==> config.mk <==
export PLATFORM = sky130hd
export DESIGN_NAME = wb_master_if
export DESIGN_NICKNAME = d
export VERILOG_FILES = /design/src/rtl/wb_master_pkg.sv /design/src/rtl/wb_master_if.sv
export SDC_FILE = /design/constraint.sdc
export NUM_CORES = 1
export LEC_CHECK = 0
export CAP_MARGIN = 20
export CORE_ASPECT_RATIO = 1.4
export CORE_MARGIN = 2
export CORE_UTILIZATION = 36
export CTS_BUF_LIST = sky130_fd_sc_hd__clkbuf_16
export CTS_CLUSTER_DIAMETER = 80
export DETAILED_ROUTE_END_ITERATION = 16
export PLACE_DENSITY = 0.79
export SLEW_MARGIN = 20
export SYNTH_ARGS = -nofsm -noshare
export SYNTH_HDL_FRONTEND = slang
export SYNTH_SLANG_ARGS = --single-unit
export TNS_END_PERCENT = 50
==> constraint.sdc <==
create_clock -name wb_clk -period 5.4 [get_ports wb_clk]
set_input_delay 1.62 -clock wb_clk [delete_from_list [all_inputs] [get_ports wb_clk]]
set_output_delay 1.62 -clock wb_clk [all_outputs]
set_load 0.01 [all_outputs]
==> src/rtl/wb_master_pkg.sv <==
// wb_master_pkg: shared types and constants for the Wishbone classic-cycle
// master engine.
//   state_t     - engine state (IDLE, BUS, RETRY)
//   CTI_CLASSIC - cycle type identifier driven on wb_cti_o
//   BTE_LINEAR  - burst type extension driven on wb_bte_o
`timescale 1ns/1ps
package wb_master_pkg;

  typedef enum logic [1:0] {
    IDLE  = 2'd0,
    BUS   = 2'd1,
    RETRY = 2'd2
  } state_t;

  localparam logic [2:0] CTI_CLASSIC = 3'b000;
  localparam logic [1:0] BTE_LINEAR  = 2'b00;

endpackage

==> src/rtl/wb_master_if.sv <==
// wb_master_if: single-transfer Wishbone B4 classic-cycle master.
// A one-cycle start pulse from local logic becomes exactly one read or
// write on the bus. rty terminations are reissued up to RETRY_LIMIT times.
//
// Ports:
//   wb_clk, wb_rst    clock (rising edge), async active-high reset
//   wb_adr_o .. wb_bte_o   Wishbone master outputs (all registered)
//   wb_dat_i, wb_ack_i, wb_err_i, wb_rty_i   Wishbone slave responses
//   start, address, selection, write, data_wr   local request
//   data_rd           last successfully read data
//   active            transfer in progress (state BUS or RETRY)
//
// Handshake: the local side raises start for one cycle; it is accepted only
// while the engine is IDLE (active = 0) and is dropped otherwise. On the
// bus, cyc&stb is the master's valid; the slave ends the attempt with
// exactly one of ack/err/rty, priority ack > err > rty when several are
// seen on the same edge.
`timescale 1ns/1ps
module wb_master_if
  import wb_master_pkg::*;
#(
  parameter int AW          = 32,
  parameter int DW          = 32,
  parameter int RETRY_LIMIT = 4
) (
  input  logic            wb_clk,
  input  logic            wb_rst,
  output logic [AW-1:0]   wb_adr_o,
  output logic [DW-1:0]   wb_dat_o,
  output logic [DW/8-1:0] wb_sel_o,
  output logic            wb_we_o,
  output logic            wb_cyc_o,
  output logic            wb_stb_o,
  output logic [2:0]      wb_cti_o,
  output logic [1:0]      wb_bte_o,
  output logic [DW-1:0]   data_rd,
  output logic            active,
  input  logic [DW-1:0]   wb_dat_i,
  input  logic            wb_ack_i,
  input  logic            wb_err_i,
  input  logic            wb_rty_i,
  input  logic            start,
  input  logic [AW-1:0]   address,
  input  logic [DW/8-1:0] selection,
  input  logic            write,
  input  logic [DW-1:0]   data_wr
);

  // +2 keeps the counter at least one bit wide even for RETRY_LIMIT = 0.
  localparam int CW = $clog2(RETRY_LIMIT + 2);

  state_t            state_q, state_d;
  logic [AW-1:0]     adr_q, adr_d;
  logic [DW-1:0]     dat_q, dat_d;
  logic [DW/8-1:0]   sel_q, sel_d;
  logic              we_q, we_d;
  logic              cyc_q, cyc_d;
  logic              stb_q, stb_d;
  logic              active_q, active_d;
  logic [DW-1:0]     data_rd_q, data_rd_d;
  logic [CW-1:0]     rty_cnt_q, rty_cnt_d;

  always_ff @(posedge wb_clk or posedge wb_rst) begin
    if (wb_rst) begin
      state_q   <= IDLE;
      adr_q     <= '0;
      dat_q     <= '0;
      sel_q     <= '0;
      we_q      <= 1'b0;
      cyc_q     <= 1'b0;
      stb_q     <= 1'b0;
      active_q  <= 1'b0;
      data_rd_q <= '0;
      rty_cnt_q <= '0;
    end else begin
      state_q   <= state_d;
      adr_q     <= adr_d;
      dat_q     <= dat_d;
      sel_q     <= sel_d;
      we_q      <= we_d;
      cyc_q     <= cyc_d;
      stb_q     <= stb_d;
      active_q  <= active_d;
      data_rd_q <= data_rd_d;
      rty_cnt_q <= rty_cnt_d;
    end
  end

  always_comb begin
    state_d   = state_q;
    adr_d     = adr_q;
    dat_d     = dat_q;
    sel_d     = sel_q;
    we_d      = we_q;
    cyc_d     = cyc_q;
    stb_d     = stb_q;
    active_d  = active_q;
    data_rd_d = data_rd_q;
    rty_cnt_d = rty_cnt_q;

    case (state_q)
      IDLE: begin
        if (start) begin
          adr_d     = address;
          dat_d     = data_wr;
          sel_d     = selection;
          we_d      = write;
          cyc_d     = 1'b1;
          stb_d     = 1'b1;
          active_d  = 1'b1;
          rty_cnt_d = '0;
          state_d   = BUS;
        end
      end

      BUS: begin
        if (wb_ack_i) begin
          if (!we_q) data_rd_d = wb_dat_i;
          cyc_d     = 1'b0;
          stb_d     = 1'b0;
          we_d      = 1'b0;
          active_d  = 1'b0;
          rty_cnt_d = '0;
          state_d   = IDLE;
        end else if (wb_err_i || (wb_rty_i && rty_cnt_q == CW'(RETRY_LIMIT))) begin
          // Error, or retries exhausted: abandon without touching data_rd.
          cyc_d     = 1'b0;
          stb_d     = 1'b0;
          we_d      = 1'b0;
          active_d  = 1'b0;
          rty_cnt_d = '0;
          state_d   = IDLE;
        end else if (wb_rty_i) begin
          // Release the bus for one cycle; the latched request is kept.
          rty_cnt_d = rty_cnt_q + 1'b1;
          cyc_d     = 1'b0;
          stb_d     = 1'b0;
          state_d   = RETRY;
        end
      end

      RETRY: begin
        cyc_d   = 1'b1;
        stb_d   = 1'b1;
        state_d = BUS;
      end

      default: begin
        state_d = IDLE;
      end
    endcase
  end

  assign wb_adr_o = adr_q;
  assign wb_dat_o = dat_q;
  assign wb_sel_o = sel_q;
  assign wb_we_o  = we_q;
  assign wb_cyc_o = cyc_q;
  assign wb_stb_o = stb_q;
  assign wb_cti_o = CTI_CLASSIC;
  assign wb_bte_o = BTE_LINEAR;
  assign data_rd  = data_rd_q;
  assign active   = active_q;

endmodule

* Yosys cells after proc, flatten, opt, wreduce, memory -nomap -nowiden
Cells that the tools add are included.
** Word-level totals
- Logic and storage cells :: 48
- Input port bits :: 107
- Output and inout bits :: 109
- Bits in registers :: 108
** Operators by class
- Multiplexer cells :: 20
- Add/subtract/negate cells :: 1
- Bitwise operators :: 1
- Equality and inequality tests :: 6
- Reduce and logical (&&, ||, !) cells :: 11
** Operators by type and width (count)
- 3-bit two-way mux :: 4
- 3-bit AND reduction :: 4
- 2-bit two-way mux :: 4
- 1-bit two-way mux :: 7
- 2-bit case mux with 3 select lines :: 1
- 3-bit case mux with 2 select lines :: 1
- 4-bit inequality test, second input constant :: 1
- 1-bit case mux with 2 select lines :: 2
- 2-bit AND reduction :: 2
- 3-bit by 1-bit adder with 3-bit output, second input constant :: 1
- 3-bit equality test, second input constant :: 1
- 3-bit inequality test, second input constant :: 1
- 1-bit case mux with 3 select lines :: 1
- 3-bit nonzero test :: 1
- 2-bit by 1-bit equality test with 1-bit output, second input constant :: 1
- 2-bit equality test, second input constant :: 1
- 2-bit zero test :: 1
- 2-bit inequality test, second input constant :: 1
- 2-bit nonzero test :: 1
- 1-bit logical AND :: 1
- 1-bit logical OR :: 1
- 1-bit inverter :: 1

* Longest topological paths before layout
Gate-level depths: netlist (run 1).
- Word-level depth :: 6
- Gate-level depth with buffers :: 5
- Gate-level depth less buffers :: 5

* Least setup slack after synthesis (run 1)
Ideal clock, no wire load.
- Path type :: input -> register
- Start point :: input port wb_ack_i
- End point :: register data_rd_q[0], in the netlist data_rd[0]
- Required time :: 5275 ps
- Path buffers :: 2
- Arrival time :: 2575 ps
- Slack :: 2700 ps
- Stages :: 4
- Setup time :: 125 ps
- Cell sequence :: nor4bb_1 -> clkbuf_1 -> buf_4 -> mux2_2
** On the way
- Word-level cells in the longest chain between the ends :: 1
** Ends and longest elaborated chain
- from (decl) :: line wb_master_if.sv:39 : input logic wb_ack_i,
- 3-bit AND reduction (no line)
- to (signal assigned) :: line wb_master_if.sv:84 : data_rd_q <= data_rd_d;
- to (decl) :: line wb_master_if.sv:60 : logic [DW-1:0] data_rd_q, data_rd_d;
No other way between the ends.
A chain may end at the register's enable or synchronous reset.

* Worst setup path in the final report (run 1)
- Start point :: input port start
- End point :: register adr_q[7], in the netlist wb_adr_o[7]
** On the way
- Word-level cells in the longest chain between the ends :: 1
** Ends and longest elaborated chain
- from (decl) :: line wb_master_if.sv:42 : input logic start,
- 2-bit AND reduction (no line)
- to (signal assigned) :: line wb_master_if.sv:77 : adr_q <= adr_d;
- to (decl) :: line wb_master_if.sv:53 : logic [AW-1:0] adr_q, adr_d;
No other way between the ends.

==> results.toml, run 1 <==
[route]
antenna_left = 0
vias = 2854
drt_iter0_markers = 52
detail_route.wl_per_cell_um = 15.8
first_pass_iters = 3
drc = 0
wl_um = 9710
vias_per_cell = 4.66

[finish]
final_cell_area_um2 = 6710
syn2layout_area_growth_pct = 60.5
fillers = 942
layout.nets = 574
final_cell_mix = "210 x clkdlybuf4s50_1, 108 x dfrtp_1, 99 x mux2_2, 9 x clkbuf_16, 5 x conb_1"
finalCoreUtilization_pct = 59.1
layout-drive-gt1-share_pct = 26.0
antenna_cells = 0
final_cells = 613
final_common_cell = "clkdlybuf4s50_1"

[critical_path]
end_kind = "register"
worstPathRequired_ns = 5.62
critical_path.top_delay_family = "buffers and inverters"
path_buf_inv = 2
cp-start-kind = "input port"
cp.arrival_ns = 3.62
critPathMaxFanout = 56
cp_slowest_cell = "nor3b_4"
crit_chain = "clkdlybuf4s50_1 -> nor3b_4 -> buf_12 -> mux2_2"
cp_slowest_stage_delay_ns = 0.66
critPathKind = "input port to register"

[yosys]
yosysSeqAreaShare_pct = 64.7
synthCells = 254
synth_seq_cells = 108
synth.distinct_cells = 26
syn-cell-area_um2 = 4180
yosysWarnings = 0
syn_area_per_cell_um2 = 16.4

[clocking]
hold_buffers = 0
ctsRootBufferMaster = "clkbuf_16"
cts_resized = 0
clkLatencyLatePin_ns = 0.34
postCtsSetupBuffers = 0
clk_pin_slew_ns = 0.06
cts_tree = "built"
cts_sinks = 108
ctsHtreeMaxLevel = 3
cts_buffers = 9
cts_buffer_depth = 2

[power_and_ir_drop]
peakVddDrop_uv = 263
pwr_density_cell_nw_per_um2 = 371
p_leak_nw = 2.76

[grt]
grt_max_degree = 57
gr-total-overflow = 0
grt_use_total_pct = 15.5
antenna_found_initial = 0
grt_pass1_wl_um = 15000
grt_pass1_vias = 2942

[timing]
fin_skew_ns = 0.00863
tightestPinTransition_ns = 0.738
fin_crit_ns = 3.40
setup_ws_ns = 2.00
max_slew_margin_pct = 50.7
finalCritPeriodShare_pct = 63.0
finalSetupViolCount = 0
final.setup.tns_ns = 0
report.final.slew_viol_count = 0
rsz0062_at_grt = "false"
hold_viol_final = 0
max_freq_ghz = 0.294

[placement]
placed_area_um2 = 6420
gp_congestion = 0.701
placedCellCount = 598
hpwl_um = 7430
port_buffers = 210
dp_slack_ns = 1.64

[die]
initial_core_util_pct = 36.8
die_x_um = 95.0
die_area_um2 = 12500
die_h_um = 131
core_um2 = 11300
row_count = 46
ioPinCount = 216

[job]
maxCapViolations = 0

[min_path]
min-delay-path-class = "register to register"

[status]
status = "complete, no violations"
==> worst paths after layout <==
check                             from          end  slack, ns  depth (start not counted)
min                        data_rd[30]  data_rd[30]       0.49                          1
max reg2reg                 state_q[0]  wb_adr_o[7]       3.32                          3
min reg2reg                data_rd[30]  data_rd[30]       0.49                          1
max in group asynchronous       wb_rst  wb_adr_o[7]       2.93                          3
min in group asynchronous       wb_rst  wb_sel_o[0]       1.62                          2
max                              start  wb_adr_o[7]       2.00                          4
==> sequential cells by signal, summed over array words and instances, names as in the netlist <==
signal,flops
wb_sel_o,4
active,1
state_q,2
wb_stb_o,1
wb_adr_o,32
wb_dat_o,32
wb_we_o,1
rty_cnt_q,3
data_rd,32
==> synthesized netlist by cell type, drive strengths merged <==
master,instances,share of area [%]
dfrtp,108,65
mux2,101,27
buf,17,2.8
inv,3,0.27
a21o,2,0.36
ha,2,0.60
nor4b,2,0.42
nor4bb,2,0.48
o21bai,2,0.36
a211o,1,0.21
a22o,1,0.21
and3,1,0.15
clkbuf,1,0.090
conb,1,0.090
nand2b,1,0.15
nor2,1,0.090
nor3,1,0.39
nor3b,1,0.30
nor4,1,0.15
o22ai,1,0.15
o2bb2ai,1,0.21
o31ai,1,0.18
or2,1,0.15
or4b,1,0.33
==> report_power, final <==
group          switching [mW]  leakage [nW]  internal, mW
logic                   0.268          1.34         0.516
clock network           0.273         0.136         0.353
registers              0.0918          1.28         0.987
==> per-layer routing <==
metal  track usage, %  vias to the layer above  part of all wire [%]
li1                 -                     1310                     -
met1             16.6                     1401                    35
met2             27.5                      129                    54
met3             4.82                       14                   8.8
met4             6.36                        0                   1.8
met5                0                        -                     0
==> worst reg2reg max path: stages (launching register included) <==
cell	delay (ns)
dfrtp_1	0.49
nor3b_4	0.68
buf_12	0.35
mux2_2	0.44
==> final cells by class <==
type / count / area [µm²] / share of cell area, %
Tap cell: 144 / 180 / 2.69
Inverter: 3 / 13.8 / 0.205
Timing Repair Buffer: 214 / 2140 / 32.0
Clock inverter: 6 / 57.6 / 0.858
Clock buffer: 9 / 225 / 3.36
Multi-Input combinational cell: 129 / 1380 / 20.6
Sequential cell: 108 / 2700 / 40.3
==> stage by stage <==
step	hold WS [ns]	total power, mW
final	0.486	2.49
after global routing	0.517	2.63
after CTS	0.495	2.53
after detailed placement	0.479	1.89
after global placement	0.471	1.86
after floorplan	0.479	1.40
==> kinds of logic (layout without fill, tap and decap cells) <==
kind of cell	count (synthesis)	in the layout	share of synthesized area (%)
flip-flops	108	108	64.7
multiplexers	101	101	27.2
buffers and inverters	21	232	3.11
AND/OR/NAND/NOR	12	12	2.61
AO/OA/AOI/OAI	9	9	1.68
adder cells (fa/ha/maj)	2	2	0.599
other	1	5	0.0898
Note: power is estimated with default switching activity, not from simulation.
==> run 2: changes to the inputs <==
Settings changed: PLACE_DENSITY 0.79 to 0.82.
Clock period 5.4 ns to 2.81 ns, I/O delays scaled along.
==> run 2 against run 1 <==
Effect of this change: sequential power up 93%; critical path depth unchanged; clock skew about the same; largest power group unchanged.
==> results.toml, run 2 (synthesis results as in run 1) <==
[critical_path]
cp.arrival_ns = 2.40
end_kind = "register"
cp-start-kind = "input port"
cp_slowest_stage_delay_ns = 0.54
cp_slowest_cell = "clkdlybuf4s50_1"
critPathKind = "input port to register"
critPathMaxFanout = 57
critical_path.top_delay_family = "buffers and inverters"
path_buf_inv = 2
worstPathRequired_ns = 3.02
crit_chain = "clkdlybuf4s50_1 -> nor3b_4 -> buf_12 -> mux2_2"

[grt]
grt_pass1_wl_um = 15900
grt_use_met1_pct = 16.4
gr-total-overflow = 0
use_met3_pct = 5.91
grt_use_total_pct = 16.5
met2_usage_pct = 30.9
busiest_layer = "met2"
antenna_found_initial = 0
grt_max_degree = 109
grt_pass1_vias = 3173

[route]
vias = 2863
drc = 0
antenna_left = 0
first_pass_iters = 4
wl_um = 10100
drt_iter0_markers = 42
vias_per_cell = 4.69
detail_route.wl_per_cell_um = 16.6

[finish]
layout-drive-gt1-share_pct = 25.9
final_cell_area_um2 = 6740
syn2layout_area_growth_pct = 61.4
final_cell_mix = "210 x clkdlybuf4s50_1, 108 x dfrtp_1, 99 x mux2_2, 9 x clkbuf_16, 5 x conb_1"
antenna_cells = 0
final_cells = 611
final_common_cell = "clkdlybuf4s50_1"
layout.nets = 574
finalCoreUtilization_pct = 59.5

[power_and_ir_drop]
p_leak_nw = 2.77
p_comb_share_pct = 31.2
p_sw_share_pct = 25.1
power_frac_seq_pct = 42.6
peakVddDrop_uv = 406
pwr_density_cell_nw_per_um2 = 724
clkPwrFrac_pct = 26.2
p_sw_mw = 1.23
power.internal_mw = 3.66

[status]
status = "complete, no violations"

[timing]
hold_viol_final = 0
rsz0062_at_grt = "false"
fin_crit_ns = 2.18
tightestPinTransition_ns = 0.572
finalSetupViolCount = 0
final.setup.tns_ns = 0
max_freq_ghz = 0.458
finalCritPeriodShare_pct = 77.7
report.final.slew_viol_count = 0
max_slew_margin_pct = 61.9
fin_skew_ns = 0.00888

[min_path]
min-delay-path-class = "register to register"

[die]
ioPinCount = 216
row_count = 46
die_x_um = 95.0
die_area_um2 = 12500
die_h_um = 131
core_um2 = 11300
initial_core_util_pct = 36.8

[clocking]
cts_buffer_depth = 2
cts_resized = 0
postCtsSetupBuffers = 0
cts_tree = "built"
clkLatencyLatePin_ns = 0.34
ctsRootBufferMaster = "clkbuf_16"
cts_sinks = 108
ctsHtreeMaxLevel = 3
cts_buffers = 9
hold_buffers = 0
clk_pin_slew_ns = 0.06

[placement]
gp_congestion = 0.779
placed_area_um2 = 6450
hpwl_um = 7650
placedCellCount = 598
port_buffers = 210

[job]
maxCapViolations = 0
run 2: layer usage:
metal | wire length, µm | vias to the layer above
li1 | - | 1304
met1 | 3490 | 1407
met2 | 5610 | 140
met3 | 904 | 12
met4 | 142 | 0
met5 | 0 | -
run 2: path summary, 6_finish.rpt:
| check | to | startpoint | slack [ns] | depth (start not counted) |
|---|---|---|---|---|
| setup / recovery | wb_dat_o[31] | start | 0.63 | 4 |
| hold / removal | active | active | 0.49 | 1 |
| setup reg to reg | wb_dat_o[31] | state_q[0] | 1.16 | 3 |
| hold reg to reg | active | active | 0.49 | 1 |
| max in group asynchronous | wb_dat_o[7] | wb_rst | 1.35 | 3 |
| min in group asynchronous | data_rd[28] | wb_rst | 1.01 | 3 |
run 2: power by group through the flow:
stage,sequential (mW),combinational [mW],clock [mW]
floorplan,2.25,0.431,0
global placement,2.08,1.51,0
detailed placement,2.12,1.55,0
CTS,2.09,1.55,1.33
global route,2.13,1.62,1.39
finish,2.08,1.52,1.28
run 2: final cells by class:
type	count	area, µm²
Clock buffer	9	225
Clock inverter	4	68.8
Inverter	3	15.0
Tap cell	144	180
Timing Repair Buffer	214	2170
Sequential cell	108	2700
Multi-Input combinational cell	129	1380
Fill cell	891	4600
run 2: stage by stage:
step                power, mW  hold WS (ns)  worst slack, ns
floorplan                2.68         0.479            0.665
global placement         3.60         0.464            0.323
detailed placement       3.66         0.486            0.281
CTS                      4.97         0.501            0.621
global route             5.14         0.515            0.570
finish                   4.88         0.491            0.625
run 2: worst reg2reg max path, stage by stage (launching register included):
cell,delay (ns)
dfrtp_1,0.49
nor3b_4,0.29
buf_12,0.29
mux2_2,0.46
==> run 3: changes to the inputs <==
Settings changed: PLACE_DENSITY 0.82 to 0.79.
Clock period 2.81 ns to 2.1 ns, I/O delays scaled along.
==> run 3 against run 2 <==
Effect of this change: count of clock-buffer cells in the layout did not move; worst setup slack got worse by 0.50 ns; global-route usage fell by 0.17 points; worst hold slack got worse by 0.010 ns.
==> results.toml, run 3 (synthesis results as in run 1) <==
[grt]
antenna_found_initial = 1
grt_max_degree = 56
gr-total-overflow = 0
grt_pass1_vias = 3201
grt_pass1_wl_um = 15900
grt_use_total_pct = 16.3

[die]
core_um2 = 11300
die_x_um = 95.0
die_area_um2 = 12500
row_count = 46
die_h_um = 131
ioPinCount = 216
initial_core_util_pct = 36.8

[route]
antenna_left = 0
wl_um = 9940
vias = 2916
first_pass_iters = 6
drt_iter0_markers = 35
vias_per_cell = 4.73
detail_route.wl_per_cell_um = 16.1
drc = 0

[job]
maxCapViolations = 0

[finish]
syn2layout_area_growth_pct = 62.9
final_cell_mix = "210 x clkdlybuf4s50_1, 108 x dfrtp_1, 99 x mux2_2, 9 x clkbuf_16"
final_common_cell = "clkdlybuf4s50_1"
fillers = 907
layout-drive-gt1-share_pct = 26.5
antenna_cells = 0
final_cell_area_um2 = 6800
finalCoreUtilization_pct = 60.0
final_cells = 616
layout.nets = 577

[critical_path]
crit_chain = "clkdlybuf4s50_1"
end_kind = "primary output"
critical_path.top_delay_family = "buffers and inverters"
reg2reg_slack_ns = 0.45
cp.arrival_ns = 1.35
path_buf_inv = 1
critPathMaxFanout = 3
cp-start-kind = "register"
cp_slowest_stage_delay_ns = 0.59
cp_slowest_cell = "clkdlybuf4s50_1"
worstPathRequired_ns = 1.47
critPathKind = "register to primary output"

[power_and_ir_drop]
peakVddDrop_uv = 541
pwr_density_cell_nw_per_um2 = 965
p_leak_nw = 2.80

[placement]
placedCellCount = 601
hpwl_um = 7650
dp_slack_ns = -0.146
port_buffers = 210
gp_congestion = 0.695
placed_area_um2 = 6500

[timing]
finalSetupViolCount = 0
final.setup.tns_ns = 0
hold_viol_final = 0
rsz0062_at_grt = "false"
finalCritPeriodShare_pct = 94.1
setup_ws_ns = 0.125
report.final.slew_viol_count = 0
fin_skew_ns = 0.0103
fin_crit_ns = 1.98
max_freq_ghz = 0.506

[clocking]
cts_sinks = 108
cts_buffer_depth = 2
hold_buffers = 0
ctsRootBufferMaster = "clkbuf_16"
cts_tree = "built"
clk_pin_slew_ns = 0.07
cts_resized = 0
cts_buffers = 9
clkLatencyLatePin_ns = 0.34
ctsHtreeMaxLevel = 3
postCtsSetupBuffers = 0

[status]
status = "complete, no violations"

[min_path]
min-delay-path-class = "register to register"
run 3: per-stage QoR:
stage	total power, mW	hold slack [ns]
after global routing	6.91	0.513
after detailed placement	4.90	0.473
after CTS	6.67	0.489
after floorplan	3.59	0.479
final	6.56	0.481
after global placement	4.83	0.461
run 3: final timing paths:
| check | startpoint | endpoint | cells after the start |
|---|---|---|---|
| worst max-delay path | wb_we_o | wb_we_o | 1 |
| worst min-delay path | active | active | 1 |
| worst max register to register | state_q[1] | rty_cnt_q[2] | 3 |
| worst min register to register | active | active | 1 |
| max in group asynchronous | wb_rst | data_rd[22] | 3 |
| min in group asynchronous | wb_rst | wb_adr_o[14] | 3 |
run 3: power by group:
| group | total, mW | internal (mW) | switching (mW) |
|---|---|---|---|
| clock | 1.74 | 1.03 | 0.709 |
| sequential | 2.78 | 2.54 | 0.245 |
| combinational | 2.04 | 1.35 | 0.695 |
run 3: cell type report:
type,count,area (µm²),area share (%)
clock buffers,9,225,3.31
clock inverters,6,82.6,1.21
inverters,3,15.0,0.221
multi-input cells,129,1380,20.3
flip-flops and latches,108,2700,39.7
well taps,144,180,2.65
repair buffers,217,2220,32.6
run 3: layer usage:
layer | track usage, % | wire (µm) | up-vias
li1 | - | - | 1325
met1 | 17.6 | 3470 | 1442
met2 | 28.9 | 5410 | 137
met3 | 6.36 | 929 | 10
met4 | 4.83 | 120 | 2
met5 | 0 | 13 | -
